--- config.mk ---
export PLATFORM = sky130hd
export DESIGN_NAME = px_stream_framer
export DESIGN_NICKNAME = d
export VERILOG_FILES = /design/src/rtl/px_stream_framer.sv
export SDC_FILE = /design/constraint.sdc
export NUM_CORES = 1
export LEC_CHECK = 0
export ABC_AREA = 1
export ABC_CLOCK_PERIOD_IN_PS = 2000
export BUFFER_PORTS_ARGS = -buffer_cell sky130_fd_sc_hd__buf_4
export CAP_MARGIN = 20
export CORE_MARGIN = 2
export CORE_UTILIZATION = 60
export CTS_BUF_LIST = sky130_fd_sc_hd__clkbuf_8
export CTS_CLUSTER_DIAMETER = 200
export CTS_CLUSTER_SIZE = 40
export DETAILED_ROUTE_END_ITERATION = 16
export PLACE_DENSITY_LB_ADDON = 0.3
export REMOVE_ABC_BUFFERS = 1
export SLEW_MARGIN = 0
export SYNTH_ARGS = -nofsm -noshare
export SYNTH_HDL_FRONTEND = slang
export SYNTH_SLANG_ARGS = --single-unit
--- constraint.sdc ---
create_clock -name clk -period 2 [get_ports clk]
set_input_delay 0.2 -clock clk [delete_from_list [all_inputs] [get_ports clk]]
set_output_delay 0.2 -clock clk [all_outputs]
set_load 0.05 [all_outputs]
--- src/rtl/px_stream_framer.sv ---
// ============================================================================
// px_stream_framer : tags a valid-qualified pixel stream with position,
//                    line/frame flags, frame count and stall-abort detection.
// Revision 1.0
// ============================================================================
`default_nettype none

module px_stream_framer #(
   parameter int PX_SIZE        = 8,
   parameter int IMAGE_WIDTH    = 640,
   parameter int IMAGE_HEIGHT   = 480,
   parameter int TIMEOUT_CYCLES = 4096
) (
   input  logic               clk,
   input  logic               resetn,
   input  logic [PX_SIZE-1:0] input_data,
   input  logic               input_data_valid,
   output logic [PX_SIZE-1:0] output_data,
   output logic               output_data_valid,
   output logic [11:0]        px_col,
   output logic [11:0]        px_line,
   output logic               sol,
   output logic               eol,
   output logic               sof,
   output logic               eof,
   output logic [15:0]        frame_count,
   output logic               err_timeout,
   output logic               err_sticky
);

   localparam int          IDLE_W    = $clog2(TIMEOUT_CYCLES + 1);
   localparam logic [11:0] COL_LAST  = 12'(IMAGE_WIDTH - 1);
   localparam logic [11:0] LINE_LAST = 12'(IMAGE_HEIGHT - 1);
   localparam logic [IDLE_W-1:0] IDLE_LAST = IDLE_W'(TIMEOUT_CYCLES - 1);

   typedef enum logic [0:0] {
      ST_IDLE   = 1'b0,
      ST_ACTIVE = 1'b1
   } state_t;

   state_t             state_q,       state_d;
   logic [11:0]        col_q,         col_d;
   logic [11:0]        line_q,        line_d;
   logic [IDLE_W-1:0]  idle_q,        idle_d;
   logic [PX_SIZE-1:0] data_q,        data_d;
   logic               valid_q,       valid_d;
   logic [11:0]        px_col_q,      px_col_d;
   logic [11:0]        px_line_q,     px_line_d;
   logic               sol_q,         sol_d;
   logic               eol_q,         eol_d;
   logic               sof_q,         sof_d;
   logic               eof_q,         eof_d;
   logic [15:0]        frame_count_q, frame_count_d;
   logic               err_timeout_q, err_timeout_d;
   logic               err_sticky_q,  err_sticky_d;

   logic w_first_col;
   logic w_last_col;
   logic w_first_line;
   logic w_last_line;

   assign w_first_col  = (col_q == 12'd0);
   assign w_last_col   = (col_q == COL_LAST);
   assign w_first_line = (line_q == 12'd0);
   assign w_last_line  = (line_q == LINE_LAST);

   always_comb begin
      state_d       = state_q;
      col_d         = col_q;
      line_d        = line_q;
      idle_d        = idle_q;
      data_d        = data_q;
      valid_d       = input_data_valid;
      px_col_d      = px_col_q;
      px_line_d     = px_line_q;
      sol_d         = 1'b0;
      eol_d         = 1'b0;
      sof_d         = 1'b0;
      eof_d         = 1'b0;
      frame_count_d = frame_count_q;
      err_timeout_d = 1'b0;
      err_sticky_d  = err_sticky_q;

      if (input_data_valid) begin
         // Tags come from the position before this pixel advances the counters.
         data_d    = input_data;
         px_col_d  = col_q;
         px_line_d = line_q;
         sol_d     = w_first_col;
         eol_d     = w_last_col;
         sof_d     = w_first_col && w_first_line;
         eof_d     = w_last_col && w_last_line;
         idle_d    = '0;
         state_d   = ST_ACTIVE;
         if (w_last_col) begin
            col_d = 12'd0;
            if (w_last_line) begin
               line_d        = 12'd0;
               frame_count_d = frame_count_q + 16'd1;
               state_d       = ST_IDLE;
            end else begin
               line_d = line_q + 12'd1;
            end
         end else begin
            col_d = col_q + 12'd1;
         end
      end else if (state_q == ST_ACTIVE) begin
         // This idle cycle would bring the count to TIMEOUT_CYCLES: abort the frame.
         if (idle_q == IDLE_LAST) begin
            err_timeout_d = 1'b1;
            err_sticky_d  = 1'b1;
            col_d         = 12'd0;
            line_d        = 12'd0;
            idle_d        = '0;
            state_d       = ST_IDLE;
         end else begin
            idle_d = idle_q + IDLE_W'(1);
         end
      end
   end

   always_ff @(posedge clk or negedge resetn) begin
      if (!resetn) begin
         state_q       <= ST_IDLE;
         col_q         <= 12'd0;
         line_q        <= 12'd0;
         idle_q        <= '0;
         data_q        <= '0;
         valid_q       <= 1'b0;
         px_col_q      <= 12'd0;
         px_line_q     <= 12'd0;
         sol_q         <= 1'b0;
         eol_q         <= 1'b0;
         sof_q         <= 1'b0;
         eof_q         <= 1'b0;
         frame_count_q <= 16'd0;
         err_timeout_q <= 1'b0;
         err_sticky_q  <= 1'b0;
      end else begin
         state_q       <= state_d;
         col_q         <= col_d;
         line_q        <= line_d;
         idle_q        <= idle_d;
         data_q        <= data_d;
         valid_q       <= valid_d;
         px_col_q      <= px_col_d;
         px_line_q     <= px_line_d;
         sol_q         <= sol_d;
         eol_q         <= eol_d;
         sof_q         <= sof_d;
         eof_q         <= eof_d;
         frame_count_q <= frame_count_d;
         err_timeout_q <= err_timeout_d;
         err_sticky_q  <= err_sticky_d;
      end
   end

   assign output_data       = data_q;
   assign output_data_valid = valid_q;
   assign px_col            = px_col_q;
   assign px_line           = px_line_q;
   assign sol               = sol_q;
   assign eol               = eol_q;
   assign sof               = sof_q;
   assign eof               = eof_q;
   assign frame_count       = frame_count_q;
   assign err_timeout       = err_timeout_q;
   assign err_sticky        = err_sticky_q;

endmodule

`default_nettype wire
Yosys cells after proc, flatten, opt, wreduce, memory -nomap -nowiden
Cells that the tools add are included.
{"block": "classes", "n_shift": 0, "div_mod_pow": 0, "bitwise_logic": 1, "n_lt_le_gt_ge": 0, "reduce_logical": 10, "mul": 0, "addsub": 4, "n_eq_ne": 4, "muxes": 22}
{"operator": "$mux 12", "n": 7}
{"operator": "$mux 13", "n": 3}
{"operator": "$add 12x1->12 const B", "n": 2}
{"operator": "$logic_not 12->1", "n": 2}
{"operator": "$add 16x1->16 const B", "n": 1}
{"operator": "$add 13x1->13 const B", "n": 1}
{"operator": "$eq 13x12->1 const B", "n": 1}
{"operator": "$eq 12x10->1 const B", "n": 1}
{"operator": "$eq 12x9->1 const B", "n": 1}
{"operator": "$mux 1", "n": 12}
{"operator": "$reduce_and 3->1", "n": 3}
{"operator": "$reduce_bool 2->1", "n": 2}
{"operator": "$logic_and 1x1->1", "n": 2}
{"operator": "$ne 2x1->1 const B", "n": 1}
{"operator": "$reduce_and 2->1", "n": 1}
{"operator": "$not 1->1", "n": 1}
{"block": "word_totals", "ramBits": 0, "n_memories": 0, "output_inout_bits": 55, "reg_bits": 93, "input_bits": 11, "elab_cells": 56, "latchBits": 0, "mem_bits_ro": 0}

Depth between registers and ports, before layout
Gate-level depths: netlist (run 1).
{"block": "logic_depth", "word_depth": 4, "mapped_depth": 10, "depth_no_buf": 10}

Least setup slack after synthesis (run 1)
OpenSTA, ideal clock, no wires.
{"block": "synth_timing", "path_type": "reg-to-reg", "start": "register frame_count_q[0], in the netlist frame_count[0]", "end": "register frame_count_q[14], in the netlist frame_count[14]", "setup_time_ns": 0.118, "arrival_time_ns": 1.726, "setup_slack_ns": 0.156, "stages_incl_launch_ff": 9, "required_time_ns": 1.882, "n_path_buf": 0, "period_less_slack_ns": 1.844, "path_cell_list": "dfrtp_1 > ha_1 > nand2_1 > nor3_1 > nand3_1 > nand2_1 > nand2_1 > nand2_1 > nand2_1"}
{"block": "synth_between", "elab_chain_len": 1}
{"item": "start, declared", "line": "53", "rtl": "logic [15:0] frame_count_q, frame_count_d;"}
{"item": "start signal, assigned", "line": "152", "rtl": "frame_count_q <= frame_count_d;"}
{"item": "$add 16x1->16", "line": "99", "rtl": "frame_count_d = frame_count_q + 16'd1;"}
Every way passes these cells.
A chain may end at the register's enable or synchronous reset.

Worst setup path in the final report (run 1)
{"block": "layout_timing", "start": "register line_q[0]", "end": "register frame_count_q[2], in the netlist frame_count[2]"}
{"block": "layout_between", "elab_chain_len": 2}
{"item": "start, declared", "line": "43", "rtl": "logic [11:0] line_q, line_d;"}
{"item": "start signal, assigned", "line": "142", "rtl": "line_q <= line_d;"}
{"item": "$eq 12x9->1", "line": "65", "rtl": "assign w_last_line = (line_q == LINE_LAST);"}
{"item": "$reduce_and 3->1 (no line)"}
Every way passes these cells.

==> summary.md, run 1 <==
| Metric | Value |
|---|---|
| Ys Warns | `0` |
| Antenna violations before repair | `0` |
| Power density over the cells | `761 mW/mm2` |
| Initial core utilization | `61.5%` |
| Share of cells above drive strength 1 | `16.1%` |
| Drt first pass iters | `4` |
| Comb pwr share | `18.3%` |
| Leak Pwr | `2.84 nW` |
| Final ANT Viol Nets | `0` |
| Status | `finished, final reports clean` |
| Clock transition at path regs | `0.09 ns` |
| Most frequent cell on the critical path | `nand2_1` |
| Power Internal | `2.97 mW` |
| Synth cell types | `34` |
| GPL Wtd Cong | `0.912` |
| Final HPWL DP | `7670 um` |
| Clock Sinks | `93` |
| CP Launch Type | `flop` |
| Vias per Instance | `5.36` |
| DR vias | `4,270` |
| Mapped Cells | `613` |
| Synth Area per Inst | `7.72 um2` |
| Setup Skew | `0.00969 ns` |
| Number of port buffers | `65` |
| Post-Syn Area | `0.00473 mm2` |
| ANT cells | `0` |
| Post-synthesis sequential area ratio | `49.2%` |
| Clock Power Share | `31.7%` |
| Max Freq | `587 MHz` |
| Final Max Slew Viols | `0` |
| Slew Limit Headroom | `68.1%` |
| Hold depth | `3` |
| WP data required | `2.26 ns` |
| Type of destination of the critical path | `flop` |
| Vias in the first global route | `4,147` |
| Die H | `92.8 um` |
| Hold crit path type | `in -> reg` |
| RSZ-0062 raised after global routing | `false` |
| Tcrit/Tclk final | `85.2%` |
| DRC | `0` |
| P&R area growth vs syn | `18.6%` |
| Initial DRC count | `220` |
| # nets final | `707` |
| CP Max Fanout | `12` |
| Reg2Reg Depth | `9` |
| Critical Setup Path Class | `reg -> reg` |
| Worst VDD drop | `0.000477 V` |
| DRT Wirelength | `10,700 um` |
| Core area | `0.00769 mm2` |
| CTS Root Cell | `clkbuf_8` |
| Max-Cap Viols | `0` |
| GR Util All Layers | `26.6%` |
| Largest net degree at the start of global routing | `41` |
| CTS max path bufs | `2` |
| DR WL/cell | `13.4 um` |
| Reg power frac | `50.0%` |
| Switching Share | `30.5%` |
| Die area | `0.00861 mm2` |
| Worst slew pin tran | `0.476 ns` |
| Min cycle time layout | `1.70 ns` |
| Clock latency on the worst-skew pair | `0.36 ns` |
| Slowest stage delay, CP | `0.47 ns` |
| Worst path slowest cell | `dfrtp_1` |
| Global-route wire length before repair | `18,500 um` |
| Final setup TNS | `0 ns` |
| Die W | `92.8 um` |
| H-Tree Depth | `3` |
| GRT overflow | `0` |
| Post-CTS sizing | `0` |
| I/O pin cnt | `66` |
| CP arrival | `1.96 ns` |
| # setup viols final | `0` |
| Sw Pwr | `1.30 mW` |
| Final hold vios | `0` |
| FP Rows | `32` |
| Place WS | `0.301 ns` |
| Worst-path cell chain | `ha_1, nand2_2, nor2_2, nand3_4, nor2_4, buf_4, nand2_1, nand2_1, nand2_1` |
| TritonCTS Buffers | `9` |
| Final worst setup slack | `0.297 ns` |
| Synthesis-stage register bit count | `93` |
| CTS tree | `yes` |
[what timing repair did]
item / CTS / global route
endpoints found under the hold margin: 34 / 0
hold buffers: 1 / 0
endpoints found under the setup margin: 0 / 0
buffers inserted: 0 / 0
[critical path: cells and delay by family, from the launching register on]
| family | cells | cell delay (ns) |
|---|---|---|
| and+or+nand+nor | 7 | 0.69 |
| adders and majority gates | 1 | 0.22 |
| buffers and inverters | 1 | 0.20 |
| DFF | 1 | 0.47 |
[area by class of cell]
cell class                      count  area, um2
Clock inverter                      5       76.3
Inverter                           56        210
Sequential cell                    93       2330
Clock buffer                       10        138
Multi-Input combinational cell    449       2110
Tap cell                          102        128
Fill cell                         618       2080
Timing Repair Buffer               81        623
[power groups by stage]
stage	Sequential (mW)	Combinational [mW]	Clock (mW)
detailed placement	2.17	0.786	0
finish	2.14	0.781	1.35
CTS	2.13	0.788	1.38
global placement	2.16	0.771	0
floorplan	2.40	0.251	0
global route	2.16	0.855	1.46
[Yosys cell counts (all sizes together)]
master	count	share of area (%)
a21boi	1	0.16
o21bai	2	0.32
nand4	18	2.4
clkbuf	8	0.63
xnor2	2	0.37
inv	56	4.4
or2	2	0.26
nor3	13	1.5
o22ai	2	0.26
o31ai	2	0.32
a21oi	2	0.21
dfrtp	93	49
o21ai	47	5.0
and2	1	0.13
nor3b	2	0.32
xor2	14	2.6
nand3	46	5.3
nand3b	2	0.32
a211oi	1	0.16
nor4	1	0.13
nor2	54	4.7
nand2	231	19
buf	7	1.2
ha	6	1.6
[worst paths after layout]
| path | start | end | slack [ns] |
|---|---|---|---|
| min reg2reg | output_data[1] | output_data[1] | 0.48 |
| max in group asynchronous | resetn | px_line[3] | 1.05 |
| min | input_data[7] | output_data[7] | 0.04 |
| max reg2reg | line_q[0] | frame_count[2] | 0.30 |
| min in group asynchronous | resetn | output_data[7] | 0.32 |
| max | line_q[0] | frame_count[2] | 0.30 |
[layout by cell type, fill, tap and decap left out, types with 4 or more instances in the layout]
cell      Yosys  routed
xor2_1       14      14
nor2_1       49      49
nand3_1      43      43
nand2_1     226     226
nor2_2        4       4
ha_1          6       6
inv_1        54      55
clkbuf_8      0      10
o21ai_0      47      47
nor3_1       12      12
nand2_2       5       5
nand4_1      18      18
buf_4         0      79
dfrtp_1      93      93
[state kept, by name (all words and copies together) (netlist names), 8 cells and up]
name	count
output_data	8
px_line	12
line_q	12
idle_q	13
col_q	12
px_col	12
frame_count	16
[stage by stage]
stage	cell area (um2)	utilization, %	total power, mW	std cells	hold slack, ns
after floorplan	4650	-	2.66	598	-0.0956
after global placement	5390	70.1	2.94	780	0.187
after detailed placement	5390	70.1	2.95	780	0.191
after CTS	5610	73.0	4.31	796	0.0327
after global routing	5610	73.0	4.47	796	0.0539
final	5610	73.0	4.27	796	0.0432
[per-layer routing]
| layer | global-route usage, % | up-vias | wire (um) |
|---|---|---|---|
| met2 | 43.6 | 125 | 5230 |
| met3 | 3.66 | 21 | 553 |
| li1 | - | 2109 | - |
| met1 | 35.6 | 2015 | 4700 |
| met4 | 11.4 | 0 | 194 |
| met5 | 0 | - | 0 |
[kinds of logic after synthesis]
group                      Yosys count  share of synthesized area, %
DFF                                 93                          49.2
AOI/OAI and AO/OA                   57                          6.40
adders and majority gates            6                          1.59
buffers and inverters               71                          6.24
xor gates and xnor gates            16                          2.96
and+or+nand+nor                    370                          33.6
No activity file was read; power rests on OpenSTA's default activity.
==> run 2: changes to the inputs <==
HOLD_SLACK_MARGIN = 0.15   (was unset)
==> run 2 against run 1 <==
- power is 0.31% higher
- non-clock buffer count is 9 higher
- design area is 1.6% higher
- die area stayed put
- clock-buffer cell count stayed put
- routed wire length is 2.1% higher
- hold slack better by 0.28 ns
- sequential share of layout area is 0.66 points lower
- combinational power is 2% higher
- via count is 0.42% higher
- largest cell class unchanged
==> summary.md, run 2 (synthesis gave the netlist of run 1 again) <==
| Metric | Value |
|---|---|
| Status | `finished, final reports clean` |
| Max-Cap Viols | `0` |
| Setup Skew | `0.00896 ns` |
| RSZ-0062 raised after global routing | `false` |
| # setup viols final | `0` |
| Final hold vios | `0` |
| Core area | `0.00769 mm2` |
| Reg2Reg Depth | `9` |
| Max Freq | `585 MHz` |
| R2r startpoint | `line_q[0]` |
| Clock transition at path regs | `0.09 ns` |
| Vias in the first global route | `4,241` |
| P&R area growth vs syn | `20.5%` |
| CTS tree | `yes` |
| WP data required | `2.26 ns` |
| Share of cells above drive strength 1 | `15.9%` |
| Tcrit/Tclk final | `85.5%` |
| Slew Limit Headroom | `67.6%` |
| Largest net degree at the start of global routing | `41` |
| Die area | `0.00861 mm2` |
| I/O pin cnt | `66` |
| Post-route core utilization | `74.2%` |
| Antenna violations before repair | `0` |
| H-Tree Depth | `3` |
| Total chip power | `4.29 mW` |
| CTS max path bufs | `2` |
| Final setup TNS | `0 ns` |
| FP Rows | `32` |
| CP Max Fanout | `12` |
| # nets final | `716` |
| Number of port buffers | `65` |
| Setup repair bufs after CTS | `0` |
| DRT Wirelength | `10,900 um` |
| Initial DRC count | `232` |
| Die H | `92.8 um` |
| Critical Setup Path Class | `reg -> reg` |
| Capturing point of the worst reg2reg path | `frame_count[2]` |
| Clock Sinks | `93` |
| CP Launch Type | `flop` |
| Final ANT Viol Nets | `0` |
| CP startpoint | `line_q[0]` |
| DR vias | `4,288` |
| DRC | `0` |
| Global-route wire length before repair | `18,900 um` |
| Min cycle time layout | `1.71 ns` |
| Flop2flop setup slack | `0.29 ns` |
| Final instance area | `0.00570 mm2` |
| ANT cells | `0` |
| Cts hold-fix bufs | `10` |
| Final worst setup slack | `0.291 ns` |
| Vias per Instance | `5.33` |
| Final HPWL DP | `7670 um` |
| Drt first pass iters | `4` |
| Number of fill cells in the layout | `601` |
| GRT overflow | `0` |
| Die W | `92.8 um` |
| Type of destination of the critical path | `flop` |
| Power density over the cells | `752 mW/mm2` |
| Worst slew pin tran | `0.483 ns` |
| Placed Area | `0.00539 mm2` |
| Initial core utilization | `61.5%` |
| Leak Pwr | `2.87 nW` |
| GPL Wtd Cong | `0.912` |
| Footprint of the multi-input gates | `0.00211 mm2` |
| Max FFs per register | `16` |
| Place WS | `0.301 ns` |
| Worst VDD drop | `0.000476 V` |
| DR WL/cell | `13.5 um` |
| CP arrival | `1.97 ns` |
| GR Util All Layers | `27.2%` |
| Post-CTS sizing | `0` |
| Commonest non-fill, non-tap cells in the layout | `nand2_1 (226), dfrtp_1 (93), buf_4 (79)` |
| Hold crit path type | `in -> async` |
| Final Max Slew Viols | `0` |
| Reg area | `0.00233 mm2` |
| TritonCTS Buffers | `9` |
| Most common cell after layout, fill and taps aside | `nand2_1` |
| Setup crit end | `frame_count[2]` |
| CTS Root Cell | `clkbuf_8` |
| Clock latency on the worst-skew pair | `0.36 ns` |
run 2: worst min-delay path by stage:
| stage | from | to | slack [ns] |
|---|---|---|---|
| after CTS | resetn | output_data[6] | 0.34 |
| after detailed placement | resetn | output_data[6] | 0.19 |
| after global placement | resetn | output_data[6] | 0.19 |
| after global routing | resetn | output_data[6] | 0.36 |
| after floorplan | resetn | col_q[0] | -0.1 |
| final | resetn | output_data[7] | 0.32 |
run 2: layout make-up:
| type | count | share of cell area, % |
|---|---|---|
| flip-flops and latches | 93 | 40.8 |
| repair buffers | 90 | 12.5 |
| well taps | 102 | 2.24 |
| multi-input cells | 449 | 37.0 |
| clock inverters | 5 | 1.34 |
| clock buffers | 10 | 2.41 |
| inverters | 56 | 3.69 |
run 2: per-stage QoR:
stage / instances / hold WS (ns)
6_report: 805 / 0.323
5_1_grt: 805 / 0.360
4_1_cts: 805 / 0.337
2_1_floorplan: 598 / -0.0956
3_3_place_gp: 780 / 0.187
3_5_place_dp: 780 / 0.191
run 2: critical path: stages, from the launching register on:
cell and delay, ns:
dfrtp_1 0.47, ha_1 0.22, nand2_2 0.09, nor2_2 0.16
nand3_4 0.14, nor2_4 0.15, buf_4 0.20, nand2_1 0.06
nand2_1 0.05, nand2_1 0.06
run 2: per-layer routing:
| layer | routed length, um | part of all wire, % | global-route usage [%] | vias to the layer above |
|---|---|---|---|---|
| li1 | - | - | - | 2123 |
| met1 | 4710 | 43 | 36.0 | 2013 |
| met2 | 5380 | 49 | 44.9 | 131 |
| met3 | 622 | 5.7 | 3.91 | 21 |
| met4 | 192 | 1.8 | 11.5 | 0 |
| met5 | 0 | 0 | 0 | - |
run 2: report_power, final:
group          switching (mW)  internal (mW)
sequential              0.123           2.02
combinational           0.557          0.241
clock                   0.625          0.725
total                    1.30           2.98
